**config.mk**
```make
export PLATFORM = sky130hd
export DESIGN_NAME = pool_window_buffer
export DESIGN_NICKNAME = d
export VERILOG_FILES = /design/src/rtl/pool_window_buffer_pkg.sv /design/src/rtl/pool_window_buffer_line_buffer.sv /design/src/rtl/pool_window_buffer.sv
export SDC_FILE = /design/constraint.sdc
export NUM_CORES = 1
export LEC_CHECK = 0
export CELL_PAD_IN_SITES_DETAIL_PLACEMENT = 1
export CELL_PAD_IN_SITES_GLOBAL_PLACEMENT = 2
export CORE_MARGIN = 4
export CORE_UTILIZATION = 40
export CTS_CLUSTER_SIZE = 12
export DETAILED_ROUTE_END_ITERATION = 10
export PLACE_DENSITY_LB_ADDON = 0.2
export SLEW_MARGIN = 20
export SYNTH_ARGS = -nofsm -noshare
export SYNTH_HDL_FRONTEND = slang
export SYNTH_SLANG_ARGS = --single-unit
```
**constraint.sdc**
```tcl
create_clock -name clk -period 3.5 [get_ports clk]
set_input_delay 0.7 -clock clk [delete_from_list [all_inputs] [get_ports clk]]
set_output_delay 0.7 -clock clk [all_outputs]
set_load 0.005 [all_outputs]
```
**src/rtl/pool_window_buffer_pkg.sv**
```systemverilog
// Shared constants for the pooling front-end: pixel width and default
// feature-map dimensions before and after 2x2 pooling.
package pool_window_buffer_pkg;
  localparam int DATA_W = 8;
  localparam int MAP_W  = 24;
  localparam int MAP_H  = 24;
  localparam int POOL_W = MAP_W / 2;
  localparam int POOL_H = MAP_H / 2;

  // Index width that never collapses to zero bits for tiny dimensions.
  function automatic int clog2_min1(input int n);
    return (n <= 2) ? 1 : $clog2(n);
  endfunction
endpackage

```
**src/rtl/pool_window_buffer_line_buffer.sv**
```systemverilog
// One-row pixel store: single write port, independent combinational read.
// Kept as its own module so a BRAM can replace it for wide feature maps.
module line_buffer #(
  parameter int DATA_W = pool_window_buffer_pkg::DATA_W,
  parameter int DEPTH  = pool_window_buffer_pkg::MAP_W,
  parameter int AW     = pool_window_buffer_pkg::clog2_min1(DEPTH)
) (
  input  logic              clk,
  input  logic              we,
  input  logic [AW-1:0]     waddr,
  input  logic [DATA_W-1:0] wdata,
  input  logic [AW-1:0]     raddr,
  output logic [DATA_W-1:0] rdata
);
  logic [DATA_W-1:0] mem [DEPTH];

  always_ff @(posedge clk) begin
    if (we) mem[waddr] <= wdata;
  end

  assign rdata = mem[raddr];
endmodule

```
**src/rtl/pool_window_buffer.sv**
```systemverilog
// Streaming 2x2 non-overlapping window generator feeding the average-pool stage.
// Even rows fill the line buffer; odd rows at odd columns emit a registered window.
module pool_window_buffer #(
  parameter int  DATA_W = pool_window_buffer_pkg::DATA_W,
  parameter int  IMG_W  = pool_window_buffer_pkg::MAP_W,
  parameter int  IMG_H  = pool_window_buffer_pkg::MAP_H,
  localparam int XW     = pool_window_buffer_pkg::clog2_min1(IMG_W / 2),
  localparam int YW     = pool_window_buffer_pkg::clog2_min1(IMG_H / 2)
) (
  input  logic              clk,
  input  logic              rst,
  input  logic              in_valid,
  input  logic              in_sof,
  input  logic [DATA_W-1:0] in_pixel,
  output logic              win_valid,
  output logic [DATA_W-1:0] win_tl,
  output logic [DATA_W-1:0] win_tr,
  output logic [DATA_W-1:0] win_bl,
  output logic [DATA_W-1:0] win_br,
  output logic [XW-1:0]     win_col,
  output logic [YW-1:0]     win_row,
  output logic              frame_done
);
  import pool_window_buffer_pkg::*;

  localparam int CW = clog2_min1(IMG_W);
  localparam int RW = clog2_min1(IMG_H);

  logic [CW-1:0]     col, col_eff, col_nxt;
  logic [RW-1:0]     row, row_eff, row_nxt;
  logic [DATA_W-1:0] prev_pix, tl_hold, lb_rdata;
  logic              last_col, last_row, emit, lb_we;

  // A start-of-frame pixel is always (0,0), so it can never emit a window.
  always_comb begin
    col_eff  = in_sof ? '0 : col;
    row_eff  = in_sof ? '0 : row;
    last_col = (col_eff == CW'(IMG_W - 1));
    last_row = (row_eff == RW'(IMG_H - 1));
    col_nxt  = last_col ? '0 : col_eff + CW'(1);
    row_nxt  = row_eff;
    if (last_col) row_nxt = last_row ? '0 : row_eff + RW'(1);
    emit     = in_valid && row_eff[0] && col_eff[0];
    lb_we    = in_valid && !row_eff[0];
  end

  line_buffer #(.DATA_W(DATA_W), .DEPTH(IMG_W), .AW(CW)) u_line_buffer (
    .clk   (clk),
    .we    (lb_we),
    .waddr (col_eff),
    .wdata (in_pixel),
    .raddr (col_eff),
    .rdata (lb_rdata)
  );

  // tl_hold latches linebuf[col-1] at the even column of an odd row, so the
  // single read port only has to supply linebuf[col] at emission time.
  always_ff @(posedge clk or posedge rst) begin
    if (rst) begin
      col        <= '0;
      row        <= '0;
      prev_pix   <= '0;
      tl_hold    <= '0;
      win_valid  <= 1'b0;
      frame_done <= 1'b0;
      win_tl     <= '0;
      win_tr     <= '0;
      win_bl     <= '0;
      win_br     <= '0;
      win_col    <= '0;
      win_row    <= '0;
    end else begin
      win_valid  <= emit;
      frame_done <= emit && last_row && last_col;
      if (in_valid) begin
        col      <= col_nxt;
        row      <= row_nxt;
        prev_pix <= in_pixel;
        if (row_eff[0] && !col_eff[0]) tl_hold <= lb_rdata;
      end
      if (emit) begin
        win_tl  <= tl_hold;
        win_tr  <= lb_rdata;
        win_bl  <= prev_pix;
        win_br  <= in_pixel;
        win_col <= XW'(col_eff >> 1);
        win_row <= YW'(row_eff >> 1);
      end
    end
  end
endmodule

```
==> results of run 1 <==
-- worst min-delay path: stages, from the launching register on --
cell and delay [ns]:
dfrtp_1 0.34, nand2_1 0.05, nand2_1 0.05
-- layer usage --
metal | vias up | global-route usage, % | part of all wire [%]
met5 | - | 0 | 0
met4 | 0 | 5.04 | 2.4
li1 | 2970 | - | -
met1 | 3422 | 27.4 | 44
met2 | 162 | 33.3 | 48
met3 | 39 | 3.12 | 5.0
-- power by group through the flow --
stage                     Combinational, uW  Sequential [uW]  Clock (uW)
final                                   955             3570        2810
after global routing                   1040             3590        3030
after CTS                               957             3570        2890
after detailed placement                950             3630           0
after global placement                  926             3630           0
after floorplan                         543             3570           0
-- final timing paths --
check,startpoint,end,slack [ns],cells after the start
setup reg to reg,col[2]$_DFFE_PP0P_,win_tr[7]$_DFFE_PP0P_,0.62,6
min in group asynchronous,rst,prev_pix[4]$_DFFE_PP0P_,0.58,2
hold / removal,win_row[2]$_DFFE_PP0P_,win_row[2]$_DFFE_PP0P_,0.47,2
setup / recovery,col[2]$_DFFE_PP0P_,win_tr[7]$_DFFE_PP0P_,0.62,6
hold reg to reg,win_row[2]$_DFFE_PP0P_,win_row[2]$_DFFE_PP0P_,0.47,2
max in group asynchronous,rst,win_br[6]$_DFFE_PP0P_,2.26,3
-- layout make-up --
| type | count | area (um2) | area share [%] |
|---|---|---|---|
| Sequential cell | 260 | 7470 | 59.7 |
| Multi-Input combinational cell | 417 | 2720 | 21.7 |
| Timing Repair Buffer | 114 | 1010 | 8.10 |
| Clock buffer | 40 | 767 | 6.13 |
| Tap cell | 330 | 413 | 3.30 |
| Clock inverter | 10 | 98.8 | 0.790 |
| Inverter | 9 | 33.8 | 0.270 |
-- cell usage after synthesis (all sizes together), types with 3 or more instances --
cell type,n
o22ai,19
mux4,8
o21ai,23
clkbuf,19
inv,8
a21oi,24
buf,24
a2111oi,4
and2,5
nand3b,3
dfrtp,68
nand2,107
a211oi,20
mux2,32
nor2b,13
nor4,5
edfxtp,192
nor3,14
o221ai,8
nand2b,8
ha,4
a22oi,16
nand3,9
mux2i,17
nor2,36
a31oi,3
o31ai,5
a221oi,8
-- registers in the layout (all words and copies together), names as in the netlist --
name / count
win_tr: 8
prev_pix: 8
u_line_buffer.mem: 192
frame_done: 1
win_br: 8
win_col: 4
win_valid: 1
win_tl: 8
win_bl: 8
row: 5
col: 5
win_row: 4
tl_hold: 8
-- through the flow --
step | worst slack (ns) | instance area [um2] | util (%) | power (uW) | instances
global placement | 0.211 | 11600 | 45.8 | 4550 | 1130
global route | 0.452 | 12500 | 49.3 | 7660 | 1180
CTS | 0.649 | 12500 | 49.3 | 7430 | 1180
detailed placement | 0.269 | 11600 | 45.8 | 4580 | 1130
floorplan | 0.595 | 10400 | - | 4110 | 729
finish | 0.622 | 12500 | 49.3 | 7340 | 1180
-- cells by family after synthesis --
group	Yosys count	share of synthesized area (%)
compound gates	147	9.68
fa+ha+maj	4	0.481
buf+inv	52	2.22
flops	260	71.7
mux	57	6.83
simple gates	209	9.06
==> results.py, run 1 <==
metrics = {
    "outcome": {
        "status": "completed",
    },
    "floorplanning": {
        "floorplan.die.height_um": 169,
        "fp.dieArea_um2": 28700,
        "initial_utilization_pct": 41.0,
        "fp.coreArea_um2": 25400,
        "die_w_um": 169,
        "io-pin-count": 54,
        "rows": 58,
    },
    "global_routing": {
        "grt.total_usage_pct": 19.9,
        "antenna_found_initial": 0,
        "grt_overflow": 0,
        "grt_pass1_vias": 7074,
        "grt_pass1_wl_um": 43300,
        "grt_max_degree": 50,
    },
    "final_layout": {
        "final_cell_mix": "edfxtp_1 (192), nand2_1 (107), dfrtp_1 (67), buf_4 (59), clkdlybuf4s50_1 (53)",
        "diodes": 0,
        "fin_nets": 846,
        "fillCellCount": 2522,
        "final_common_cell": "edfxtp_1",
        "syn_to_final_growth_pct": 20.2,
        "drive_gt1_share_pct": 16.7,
    },
    "synth": {
        "yosys.area.top_type_share_pct": 55.4,
        "synth_top_area_cell": "edfxtp_1",
        "postSynth.asyncResetShare_pct": 26.2,
        "syn_avg_cell_area_um2": 14.3,
        "synth_warnings": 0,
        "synth.distinct_cells": 55,
        "synth_edf_count": 192,
        "syn_nets": 745,
        "netlist_area_um2": 10400,
        "ys_top_cells_by_area": "edfxtp_1 (55%), dfrtp_1 (16%), nand2_1 (3.9%)",
        "synthFlopType": "edfxtp_1",
        "ys_ff_latch": 260,
        "synth_cells": 729,
        "ys_seq_area_share_pct": 71.7,
    },
    "power_and_ir_drop": {
        "comb_power_share_pct": 13.0,
        "power.leakage_uw": 0.00464,
        "p_per_area_nw_per_um2": 587,
        "p_switching_uw": 1840,
        "p_int_uw": 5500,
        "power.share.clock_pct": 38.3,
        "max-vdd-ir-drop_v": 0.000490,
        "seq_power_share_pct": 48.7,
        "netSwitchingFraction_pct": 25.1,
    },
    "cts": {
        "cts.clk_slew.worst_paths_ns": 0.06,
        "insertion_delay_ns": 0.55,
        "postCtsSetupBuffers": 0,
        "cts_hold_buffers": 0,
        "cts_root_buffer": "clkbuf_16",
        "cts_tree": "built",
        "htreeDepth": 1,
        "post_cts_resized": 0,
        "cts_made_buffers": 28,
        "clock_sinks": 260,
        "cts_buffer_depth": 3,
    },
    "routing": {
        "drt_iter0_drc": 560,
        "vias": 6593,
        "drt_pass1_iterations": 5,
        "route.detailed.drc": 0,
        "vias_per_cell": 5.59,
        "wire_per_inst_um": 24.0,
        "wl_um": 28400,
        "ant_nets": 0,
    },
    "timing": {
        "hold_viol_final": 0,
        "slew_headroom_pct": 37.3,
        "fin_worst_skew_ns": 0.0151,
        "final.setup.tns_ns": 0,
        "grt_setup_unrepaired": "false",
        "fmaxAchievable_ghz": 0.348,
        "worst_slew_pin_slew_ns": 0.938,
        "finalCriticalPeriod_ns": 2.88,
        "finalSetupViolations": 0,
        "slew_viol_final": 0,
        "period_share_pct": 82.2,
        "hold_slack_ns": 0.468,
    },
    "critical_path": {
        "cp_max_fo": 17,
        "slowest_delay_ns": 0.70,
        "worst_setup_path_start_kind": "register",
        "path_buf_inv": 1,
        "cp.arrival_ns": 3.37,
        "crit_type": "register to register",
        "crit_chain": "buf_4 > nor3_1 > nor2_1 > a2111oi_0 > a2111o_1 > mux2_2",
        "crit_family": "compound AO/OA/AOI/OAI gates",
        "slowest_stage": "a2111oi_0",
        "cp-end-kind": "register",
        "cp.required_ns": 3.99,
    },
    "job": {
        "cap_violations": 0,
    },
    "place": {
        "globalplace.congestion": 0.828,
        "dpl.hpwl_um": 19100,
        "numPortBuffers": 53,
    },
    "worst_hold_path": {
        "holdCritPathClass": "register to register",
    },
}
No activity file was read; power rests on OpenSTA's default activity.
==> inputs of run 2 (changes only) <==
Settings changed: CORE_UTILIZATION 40 to 39.
Clock period 3.5 ns to 2.3 ns, I/O delays scaled along.
==> run 2 against run 1 <==
Wire length grew 1.8%. First-iteration DRC count grew 1.1%. Non-clock buffer count grew 75. Utilization grew 1.9 points. Cell area grew 6.9%. Worst hold slack lost 0.16 ns. Register-to-register slack lost 0.56 ns. Via count grew 3.6%. Global-route usage shrank 0.16 points. Sequential cell count is the same. Final cell count grew 6.9%. Largest cell class unchanged.
==> results.py, run 2 (synthesis gave the netlist of run 1 again) <==
metrics = {
    "global_routing": {
        "grt_pass1_wl_um": 43900,
        "grt_max_degree": 69,
        "antenna_found_initial": 0,
        "grt.total_usage_pct": 19.7,
        "use_met2_pct": 33.7,
        "grt-busiest-layer": "met2",
        "grt_pass1_vias": 7464,
        "grt_use_met1_pct": 26.0,
        "grtUsageMet3_pct": 3.24,
        "grt_overflow": 0,
    },
    "critical_path": {
        "cp-end-kind": "register",
        "rr_worst_depth": 6,
        "cp_max_fo": 16,
        "r2r_end": "win_tr[7]$_DFFE_PP0P_",
        "cp.required_ns": 2.71,
        "regToRegStartpoint": "col[1]$_DFFE_PP0P_",
        "worst_setup_path_start_kind": "register",
        "cp.arrival_ns": 2.65,
        "ff2ff_setup_slack_ns": 0.06,
        "crit_path_start": "col[1]$_DFFE_PP0P_",
        "crit_type": "register to register",
    },
    "power_and_ir_drop": {
        "p_per_area_nw_per_um2": 880,
        "max-vdd-ir-drop_v": 0.000549,
        "comb_power_share_pct": 16.5,
        "seq_power_share_pct": 45.7,
        "p_int_uw": 8840,
        "power.share.clock_pct": 37.8,
        "power.leakage_uw": 0.00508,
        "p_switching_uw": 2930,
        "netSwitchingFraction_pct": 24.9,
        "total_power_uw": 11800,
    },
    "floorplanning": {
        "io-pin-count": 54,
        "fp.dieArea_um2": 29400,
        "rows": 59,
        "floorplan.die.height_um": 171,
        "fp.coreArea_um2": 26100,
        "die_w_um": 171,
        "initial_utilization_pct": 39.8,
    },
    "final_layout": {
        "fin_nets": 922,
        "final_cell_mix": "edfxtp_1 (192), buf_4 (126), nand2_1 (107), dfrtp_1 (65), clkdlybuf4s50_1 (53)",
        "drive_gt1_share_pct": 26.4,
        "final_common_cell": "edfxtp_1",
        "syn_to_final_growth_pct": 28.5,
        "diodes": 0,
        "fillCellCount": 2590,
        "utilization_pct": 51.2,
        "regMostFlops": "u_line_buffer.mem",
        "multiInputGateArea_um2": 2850,
        "largest_reg_flops": 192,
        "regArea_um2": 7470,
    },
    "timing": {
        "period_share_pct": 97.2,
        "slew_headroom_pct": 56.9,
        "hold_viol_final": 0,
        "worst_slew_pin_slew_ns": 0.645,
        "finalCriticalPeriod_ns": 2.24,
        "fin_worst_skew_ns": 0.0101,
        "fmaxAchievable_ghz": 0.447,
        "slew_viol_final": 0,
        "finalSetupViolations": 0,
        "grt_setup_unrepaired": "true",
        "hold_slack_ns": 0.310,
    },
    "place": {
        "globalplace.congestion": 0.874,
        "numPortBuffers": 53,
        "dpl.hpwl_um": 19800,
    },
    "cts": {
        "htreeDepth": 1,
        "cts_root_buffer": "clkbuf_16",
        "clock_sinks": 260,
        "cts_tree": "built",
        "cts_made_buffers": 29,
        "insertion_delay_ns": 0.54,
        "cts_hold_buffers": 0,
        "cts_buffer_depth": 3,
        "cts.clk_slew.worst_paths_ns": 0.06,
    },
    "job": {
        "cap_violations": 0,
    },
    "routing": {
        "drt_iter0_drc": 566,
        "route.detailed.drc": 0,
        "wl_um": 28900,
        "drt_pass1_iterations": 4,
        "ant_nets": 0,
        "vias": 6830,
        "vias_per_cell": 5.41,
        "wire_per_inst_um": 22.9,
    },
    "outcome": {
        "status": "completed",
    },
    "worst_hold_path": {
        "holdCritPathClass": "input pin to async pin",
    },
}
## run 2: cell types whose count changed in the layout (fill, tap and decap cells not counted), moves of 3 or more
cell and delta:
nor3_2 +3, buf_12 +3, a211oi_1 -3, nor3_1 -3
buf_4 +67, a211oi_2 +3
## run 2: worst max-delay path, stage by stage (launching register included)
cell	delay, ns
dfrtp_2	0.40
buf_12	0.17
mux2_2	0.35
a22oi_1	0.27
a211oi_1	0.17
a2111o_1	0.46
mux2_2	0.28
## run 2: how the worst max path moves through the flow
stage / depth (start not counted) / slack, ns / end
floorplan: 7 / 0.02 / u_line_buffer.mem[10][0]$_DFFE_PP_
global placement: 10 / -0.65 / win_tr[6]$_DFFE_PP0P_
detailed placement: 10 / -0.66 / tl_hold[6]$_DFFE_PP0P_
CTS: 8 / 0.01 / win_tr[2]$_DFFE_PP0P_
global route: 8 / -0.01 / win_tr[5]$_DFFE_PP0P_
finish: 6 / 0.06 / win_tr[7]$_DFFE_PP0P_
## run 2: final cells by class
| class | instances | area share, % |
|---|---|---|
| Sequential cell | 260 | 55.9 |
| Multi-Input combinational cell | 417 | 21.3 |
| Timing Repair Buffer | 189 | 12.6 |
| Clock buffer | 39 | 5.78 |
| Tap cell | 335 | 3.13 |
| Clock inverter | 13 | 1.04 |
| Inverter | 9 | 0.299 |
## run 2: stage by stage
step / setup slack (ns) / setup TNS, ns / cells / cell area, um2
after global routing: -0.0134 / -0.0134 / 1262 / 13400
after detailed placement: -0.663 / -62.41 / 1201 / 12200
after floorplan: 0.0194 / 0 / 729 / 10400
final: 0.0641 / 0 / 1262 / 13400
after CTS: 0.0113 / 0 / 1254 / 13200
after global placement: -0.652 / -60.11 / 1201 / 12200
## run 2: repair_timing
item | in CTS | in global routing
endpoints found under the setup margin | 11 | 19
pin swaps | 0 | 1
resized for setup | 10 | 21
gates cloned | 1 | 2
hold endpoints to repair | 0 | 0
setup buffers | 0 | 6
## run 2: power groups by stage
stage               sequential [uW]  clock [uW]  combinational (uW)
global placement               5460           0                1730
CTS                            5380        4560                1830
detailed placement             5470           0                1770
floorplan                      5430           0                 832
global route                   5400        4770                2100
finish                         5380        4440                1940
## run 2: per-layer routing
| layer | part of all wire (%) | wire, um |
|---|---|---|
| met1 | 43 | 12600 |
| met2 | 49 | 14300 |
| met3 | 4.1 | 1180 |
| met4 | 3.0 | 853 |
| met5 | 0 | 0 |
